**config.mk**
```make
export PLATFORM = sky130hd
export DESIGN_NAME = jump_predict_unit
export DESIGN_NICKNAME = d
export VERILOG_FILES = /design/src/rtl/jump_pkg.sv /design/src/rtl/jump_ras.sv /design/src/rtl/jump_predict_unit.sv
export SDC_FILE = /design/constraint.sdc
export NUM_CORES = 2
export LEC_CHECK = 0
export CORE_UTILIZATION = 52
export CTS_BUF_LIST = sky130_fd_sc_hd__clkbuf_16
export DETAILED_ROUTE_END_ITERATION = 8
export PLACE_DENSITY = 0.7
export SETUP_SLACK_MARGIN = 0.1
export SYNTH_ARGS = -nofsm -noshare
export SYNTH_HDL_FRONTEND = slang
export SYNTH_SLANG_ARGS = --single-unit
```
**constraint.sdc**
```tcl
create_clock -name i_clk -period 43.7 [get_ports i_clk]
set_clock_uncertainty 0.05 [all_clocks]
set_input_delay 4.37 -clock i_clk [delete_from_list [all_inputs] [get_ports i_clk]]
set_output_delay 4.37 -clock i_clk [all_outputs]
set_load 0.03 [all_outputs]
```
**src/rtl/jump_pkg.sv**
```systemverilog
// Shared types for the jump prediction unit: BTB entry kinds and counter presets.
package jump_pkg;

    typedef enum logic [2:0] {
        BT_BR,
        BT_J,
        BT_JAL,
        BT_JR_RA,
        BT_JR_OTHER
    } btype_e;

    // 2-bit presets. The top widens them to CTR_W by repeating the low bit,
    // so weak-taken is 10..0 and weak-not-taken is 01..1.
    localparam logic [1:0] CTR_WEAK_NT = 2'b01;
    localparam logic [1:0] CTR_WEAK_T  = 2'b10;

endpackage

```
**src/rtl/jump_ras.sv**
```systemverilog
// Return-address stack. When it is full, a push overwrites the oldest entry:
// the pointer wraps and the occupancy count stays at DEPTH.
module jump_ras #(
    parameter int ADDR_W = 32,
    parameter int DEPTH  = 4
) (
    input  logic              i_clk,
    input  logic              i_rst,
    input  logic              i_push,
    input  logic              i_pop,
    input  logic [ADDR_W-1:0] i_push_addr,
    output logic [ADDR_W-1:0] o_top,
    output logic              o_empty
);

    localparam int PTR_W = (DEPTH > 1) ? $clog2(DEPTH) : 1;
    localparam int CNT_W = $clog2(DEPTH + 1);
    localparam logic [PTR_W-1:0] PTR_LAST = PTR_W'(DEPTH - 1);
    localparam logic [CNT_W-1:0] CNT_FULL = CNT_W'(DEPTH);

    logic [ADDR_W-1:0] r_stack [DEPTH];
    logic [PTR_W-1:0]  r_ptr;
    logic [CNT_W-1:0]  r_cnt;
    logic [PTR_W-1:0]  w_ptr_inc;
    logic [PTR_W-1:0]  w_ptr_dec;

    assign w_ptr_inc = (r_ptr == PTR_LAST) ? '0 : r_ptr + PTR_W'(1);
    assign w_ptr_dec = (r_ptr == '0) ? PTR_LAST : r_ptr - PTR_W'(1);
    assign o_top     = r_stack[w_ptr_dec];
    assign o_empty   = (r_cnt == '0);

    // Stack storage, write pointer and occupancy; a pop on an empty stack is ignored.
    always_ff @(posedge i_clk or posedge i_rst) begin
        if (i_rst) begin
            r_ptr <= '0;
            r_cnt <= '0;
            for (int i = 0; i < DEPTH; i++) begin
                r_stack[i] <= '0;
            end
        end else if (i_push) begin
            r_stack[r_ptr] <= i_push_addr;
            r_ptr          <= w_ptr_inc;
            if (r_cnt != CNT_FULL) begin
                r_cnt <= r_cnt + CNT_W'(1);
            end
        end else if (i_pop && !o_empty) begin
            r_ptr <= w_ptr_dec;
            r_cnt <= r_cnt - CNT_W'(1);
        end
    end

endmodule

```
**src/rtl/jump_predict_unit.sv**
```systemverilog
// IF-stage next-PC prediction (direct-mapped BTB plus return-address stack),
// EX-stage jump/branch resolution, and non-speculative training on resolution.
module jump_predict_unit
    import jump_pkg::*;
#(
    parameter int ADDR_W    = 32,
    parameter int BTB_DEPTH = 16,
    parameter int RAS_DEPTH = 4,
    parameter int CTR_W     = 2
) (
    input  logic              i_clk,
    input  logic              i_rst,
    input  logic [ADDR_W-1:0] i_if_pc,
    output logic              o_pred_taken,
    output logic [ADDR_W-1:0] o_pred_target,
    input  logic              i_ex_valid,
    input  logic [ADDR_W-1:0] i_ex_pc_plus_4,
    input  logic [ADDR_W-1:0] i_ex_imm,
    input  logic [25:0]       i_ex_addr_26,
    input  logic [ADDR_W-1:0] i_ex_jr_addr,
    input  logic              i_ex_jr_is_ra,
    input  logic              i_ex_branch,
    input  logic              i_ex_j,
    input  logic              i_ex_jal,
    input  logic              i_ex_jr,
    input  logic              i_ex_cond_taken,
    input  logic              i_ex_pred_taken,
    input  logic [ADDR_W-1:0] i_ex_pred_target,
    output logic [ADDR_W-1:0] o_resolved_pc,
    output logic              o_mispredict,
    output logic [31:0]       o_mispredict_cnt
);

    localparam int IDX_W = $clog2(BTB_DEPTH);
    localparam int TAG_W = ADDR_W - IDX_W - 2;
    localparam logic [CTR_W-1:0] CTR_MAX = {CTR_W{1'b1}};
    localparam logic [CTR_W-1:0] CTR_NT  = {CTR_WEAK_NT[1], {(CTR_W-1){CTR_WEAK_NT[0]}}};
    localparam logic [CTR_W-1:0] CTR_T   = {CTR_WEAK_T[1],  {(CTR_W-1){CTR_WEAK_T[0]}}};

    typedef struct packed {
        logic              valid;
        logic [TAG_W-1:0]  tag;
        btype_e            btype;
        logic [ADDR_W-1:0] target;
        logic [CTR_W-1:0]  ctr;
    } btb_entry_t;

    btb_entry_t        r_btb [BTB_DEPTH];
    logic [31:0]       r_mis_cnt;

    btb_entry_t        w_if_entry;
    btb_entry_t        w_ex_entry;
    logic              w_if_hit;
    logic              w_ex_hit;
    logic [ADDR_W-1:0] w_ex_pc;
    logic [IDX_W-1:0]  w_ex_idx;
    logic [TAG_W-1:0]  w_ex_tag;
    logic [ADDR_W-1:0] w_br_target;
    logic [ADDR_W-1:0] w_jmp_target;
    logic [ADDR_W-1:0] w_store_target;
    logic [ADDR_W-1:0] w_actual_target;
    logic              w_actual_taken;
    logic              w_update;
    btype_e            w_ex_btype;
    logic [CTR_W-1:0]  w_ctr_next;
    logic              w_ras_push;
    logic              w_ras_pop;
    logic [ADDR_W-1:0] w_ras_top;
    logic              w_ras_empty;
    logic              w_unused;

    assign w_unused = ^{i_if_pc[1:0], i_ex_imm[ADDR_W-1:ADDR_W-2], w_ex_pc[1:0]};

    assign w_if_entry = r_btb[i_if_pc[IDX_W+1:2]];
    assign w_if_hit   = w_if_entry.valid && (w_if_entry.tag == i_if_pc[ADDR_W-1:IDX_W+2]);

    assign w_ex_pc      = i_ex_pc_plus_4 - ADDR_W'(4);
    assign w_ex_idx     = w_ex_pc[IDX_W+1:2];
    assign w_ex_tag     = w_ex_pc[ADDR_W-1:IDX_W+2];
    assign w_ex_entry   = r_btb[w_ex_idx];
    assign w_ex_hit     = w_ex_entry.valid && (w_ex_entry.tag == w_ex_tag);
    assign w_br_target  = i_ex_pc_plus_4 + {i_ex_imm[ADDR_W-3:0], 2'b00};
    assign w_jmp_target = {i_ex_pc_plus_4[ADDR_W-1:28], i_ex_addr_26, 2'b00};

    assign w_actual_taken = i_ex_j | i_ex_jal | i_ex_jr | (i_ex_branch & i_ex_cond_taken);
    assign w_update       = i_ex_valid & (i_ex_branch | i_ex_j | i_ex_jal | i_ex_jr);
    assign w_ras_push     = i_ex_valid & i_ex_jal;
    assign w_ras_pop      = i_ex_valid & i_ex_jr & i_ex_jr_is_ra;

    // IF prediction from the BTB entry as it stands before this edge's write.
    always_comb begin
        o_pred_taken  = 1'b0;
        o_pred_target = i_if_pc + ADDR_W'(4);
        if (w_if_hit) begin
            case (w_if_entry.btype)
                BT_BR: begin
                    if (w_if_entry.ctr[CTR_W-1]) begin
                        o_pred_taken  = 1'b1;
                        o_pred_target = w_if_entry.target;
                    end
                end
                BT_JR_RA: begin
                    if (!w_ras_empty) begin
                        o_pred_taken  = 1'b1;
                        o_pred_target = w_ras_top;
                    end
                end
                default: begin
                    o_pred_taken  = 1'b1;
                    o_pred_target = w_if_entry.target;
                end
            endcase
        end
    end

    // EX resolution: kind of control transfer, real next PC and the target to remember.
    always_comb begin
        w_ex_btype      = BT_BR;
        w_store_target  = w_br_target;
        w_actual_target = i_ex_pc_plus_4;
        if (i_ex_j || i_ex_jal) begin
            w_ex_btype      = i_ex_jal ? BT_JAL : BT_J;
            w_store_target  = w_jmp_target;
            w_actual_target = w_jmp_target;
        end else if (i_ex_jr) begin
            w_ex_btype      = i_ex_jr_is_ra ? BT_JR_RA : BT_JR_OTHER;
            w_store_target  = i_ex_jr_addr;
            w_actual_target = i_ex_jr_addr;
        end else if (i_ex_branch && i_ex_cond_taken) begin
            w_actual_target = w_br_target;
        end
    end

    assign o_resolved_pc = w_actual_target;
    assign o_mispredict  = i_ex_valid &
                           ((w_actual_taken != i_ex_pred_taken) |
                            (w_actual_taken & (w_actual_target != i_ex_pred_target)));

    // Saturating direction counter; a fresh allocation starts weak in the resolved direction.
    always_comb begin
        w_ctr_next = w_actual_taken ? CTR_T : CTR_NT;
        if (w_ex_hit) begin
            if (w_actual_taken) begin
                w_ctr_next = (w_ex_entry.ctr == CTR_MAX) ? CTR_MAX : w_ex_entry.ctr + CTR_W'(1);
            end else begin
                w_ctr_next = (w_ex_entry.ctr == '0) ? '0 : w_ex_entry.ctr - CTR_W'(1);
            end
        end
    end

    // BTB write on every resolved control transfer, including never-taken branches.
    always_ff @(posedge i_clk or posedge i_rst) begin
        if (i_rst) begin
            for (int i = 0; i < BTB_DEPTH; i++) begin
                r_btb[i] <= '{valid: 1'b0, tag: '0, btype: BT_BR, target: '0, ctr: CTR_NT};
            end
        end else if (w_update) begin
            r_btb[w_ex_idx] <= '{valid: 1'b1, tag: w_ex_tag, btype: w_ex_btype,
                                 target: w_store_target, ctr: w_ctr_next};
        end
    end

    // Mispredict counter, sticks at all-ones.
    always_ff @(posedge i_clk or posedge i_rst) begin
        if (i_rst) begin
            r_mis_cnt <= '0;
        end else if (o_mispredict && (r_mis_cnt != 32'hFFFF_FFFF)) begin
            r_mis_cnt <= r_mis_cnt + 32'd1;
        end
    end

    assign o_mispredict_cnt = r_mis_cnt;

    jump_ras #(
        .ADDR_W (ADDR_W),
        .DEPTH  (RAS_DEPTH)
    ) u_ras (
        .i_clk       (i_clk),
        .i_rst       (i_rst),
        .i_push      (w_ras_push),
        .i_pop       (w_ras_pop),
        .i_push_addr (i_ex_pc_plus_4),
        .o_top       (w_ras_top),
        .o_empty     (w_ras_empty)
    );

endmodule

```
==> impl_metrics.py <==
metrics = {
    "timing": {
        "finalSetupViolations": 0,
        "fin_tns_setup_ns": 0,
        "max_clock_freq_ghz": 0.0645,
        "min_period_ns": 15.51,
        "whs_ns": 0.425,
        "slew-limit-headroom_pct": 12.5,
        "worst_pin_slew_ns": 1.30,
        "finalHoldViolCount": 0,
        "rsz0062_at_grt": "no",
        "drv_slew": 0,
        "period_share_pct": 35.5,
    },
    "cts": {
        "cts-root-buf": "clkbuf_16",
        "htree_levels": 4,
        "cts.clk_slew.worst_paths_ns": 0.05,
        "cts_hold_buf": 0,
        "clock_latency_ns": 0.75,
        "cts_tree": "yes",
        "cts_buffers": 130,
        "cts_setup_buffers": 0,
        "clock_sinks": 1189,
        "cts_resized": 0,
        "max-clock-path-buffers": 3,
    },
    "place": {
        "hpwl_um": 131000,
        "gp_congestion": 1.08,
        "io_buffers": 291,
    },
    "worst_setup_path": {
        "worstPathMaxFanout": 104,
        "cp.arrival_ns": 11.09,
        "worstPathRequired_ns": 39.28,
        "r2r_cells": 10,
        "worstSetupEndpointType": "output pin",
        "worstSetupPathType": "input pin to output pin",
        "start_kind": "input pin",
    },
    "floorplan": {
        "die_y_um": 346,
        "num_rows": 125,
        "die_area_mm2": 0.119,
        "fp.coreArea_mm2": 0.117,
        "start_util_pct": 52.6,
        "boundaryPins": 294,
        "floorplan.die.width_um": 346,
    },
    "routing": {
        "wl_per_cell_um": 27.9,
        "drt_iter0_drc": 5926,
        "vias": 47400,
        "routed_wl_um": 204000,
        "ant_nets": 0,
        "viasPerCell": 6.47,
        "drc": 0,
        "drt-pass1-iter-count": 5,
    },
    "synthesis": {
        "synth_edf_count": 0,
        "synth.yosys.seq_area_share_pct": 48.5,
        "yosys.cell_types.count": 84,
        "synth.net_count": 5901,
        "avgSynthCellArea_um2": 10.8,
        "yosys_warnings": 0,
        "synthFlopType": "dfrtp_1",
        "netlist_instances": 5663,
        "synthesis.area_mm2": 0.0614,
        "ys_ff_latch": 1189,
        "postSynth.asyncResetShare_pct": 100,
    },
    "finish": {
        "fin_nets": 5933,
        "layout_commonest_cell": "nand2_1",
        "layout_common_cells": "nand2_1 (1196), dfrtp_1 (1173), o21ai_0 (1136), mux4_2 (492), clkdlybuf4s50_1 (285)",
        "area.growth.synth_to_final_pct": 13.0,
        "drive_above_1_share_pct": 17.0,
    },
    "flow_run": {
        "drv_cap": 0,
    },
    "worst_hold_path": {
        "worstHoldPathCells": 2,
        "hold_class": "flop to flop",
    },
    "pwr": {
        "vdd_drop_max_mv": 0.0434,
        "p_per_area_mw_per_mm2": 53.1,
        "power.leakage_nw": 29.6,
    },
    "global_routing": {
        "antenna_found_initial": 11,
        "grt-ovfl-total": 0,
        "grt_usage_pct": 34.3,
        "grt_pass1_wl_um": 304000,
        "grt_pass1_vias": 46100,
        "grt_max_degree": 169,
    },
    "run_status": {
        "status": "complete, no violations",
    },
}
area by class of cell:
class	instances	area (um2)
Fill cell	9409	47300
Clock inverter	98	718
Timing Repair Buffer	408	3840
Tap cell	1524	1910
Sequential cell	1189	29800
Clock buffer	131	3280
Antenna cell	5	12.5
Inverter	65	251
Multi-Input combinational cell	3901	29600
cell families (layout without fill, tap and decap cells):
kind of cell               Yosys count  after routing  share of synthesized area, %
and+or+nand+nor                   1598           1598                          10.9
AOI/OAI and AO/OA                 1456           1456                          13.0
DFF                               1189           1189                          48.5
muxes                              627            627                          20.5
buffers and inverters              573            702                          3.69
xor gates and xnor gates           177            177                          2.55
adders and majority gates           43             43                         0.896
other                                0              5                             0
state kept, by name, indices dropped and copies added, names as in the netlist:
signal	count
u_ras.r_stack	128
o_mispredict_cnt	32
u_ras.r_ptr	2
u_ras.r_cnt	3
r_btb	1024
cell usage after synthesis, types with 22 or more instances:
| cell type | count | area share (%) |
|---|---|---|
| a211oi_1 | 22 | 0.27 |
| a21o_1 | 26 | 0.32 |
| a21oi_1 | 93 | 0.76 |
| buf_1 | 30 | 0.18 |
| buf_2 | 48 | 0.39 |
| clkbuf_1 | 421 | 2.6 |
| dfrtp_1 | 1173 | 48 |
| ha_1 | 40 | 0.81 |
| inv_1 | 65 | 0.40 |
| mux2_2 | 122 | 2.2 |
| mux4_2 | 492 | 18 |
| nand2_1 | 1208 | 7.4 |
| nand2b_1 | 27 | 0.28 |
| nand3_1 | 59 | 0.48 |
| nand4_1 | 35 | 0.36 |
| nor2_1 | 92 | 0.56 |
| nor3_1 | 46 | 0.37 |
| nor4_1 | 23 | 0.23 |
| o21ai_0 | 1141 | 9.3 |
| xnor2_1 | 105 | 1.5 |
| xor2_1 | 70 | 1.0 |
power breakdown:
part / switching, mW / internal [mW]
Sequential: 0.204 / 1.43
Combinational: 0.509 / 0.498
Clock: 0.465 / 0.579
Total: 1.18 / 2.51
routing by layer:
layer / track usage [%] / share of wire [%] / routed length [um] / vias to the layer above
li1: - / - / - / 20400
met1: 49.3 / 41 / 83800 / 24100
met2: 50.9 / 45 / 91500 / 2441
met3: 7.81 / 10 / 20500 / 436
met4: 13.3 / 4.1 / 8370 / 10
met5: 0 / 0.028 / 57 / -
through the flow:
step | util, % | setup WS, ns | instances | power [mW] | cell area [um2]
after floorplan | - | 5.81 | 5663 | 2.32 | 61400
after global placement | 56.1 | 28.18 | 7087 | 2.58 | 65400
after detailed placement | 56.1 | 28.17 | 7087 | 2.63 | 65400
after CTS | 59.5 | 28.17 | 7316 | 3.68 | 69400
after global routing | 59.5 | 27.74 | 7319 | 3.86 | 69400
final | 59.5 | 28.19 | 7321 | 3.68 | 69400
worst max-delay path, stage by stage:
cell and delay (ns):
buf_8 0.57, buf_4 0.77, buf_12 0.66, mux4_2 0.60
mux4_2 0.53, xnor2_1 0.15, nand4_1 0.16, nor4_4 0.27
buf_4 0.47, nand2b_1 0.27, a21oi_4 0.90, o21ai_0 0.53
clkdlybuf4s50_1 0.73
path summary, 6_finish.rpt:
path | startpoint | to | slack, ns
max | i_if_pc[2] | o_pred_target[31] | 28.19
min | r_btb[862]$_DFFE_PP0P_ | r_btb[862]$_DFFE_PP0P_ | 0.42
max reg2reg | r_btb[684]$_DFFE_PP0P_ | r_btb[832]$_DFFE_PP1P_ | 39.11
min reg2reg | r_btb[862]$_DFFE_PP0P_ | r_btb[862]$_DFFE_PP0P_ | 0.42
max in group asynchronous | i_rst | r_btb[38]$_DFFE_PP0P_ | 36.12
min in group asynchronous | i_rst | r_btb[834]$_DFFE_PP0P_ | 4.15
(Power assumes the default switching activity.)
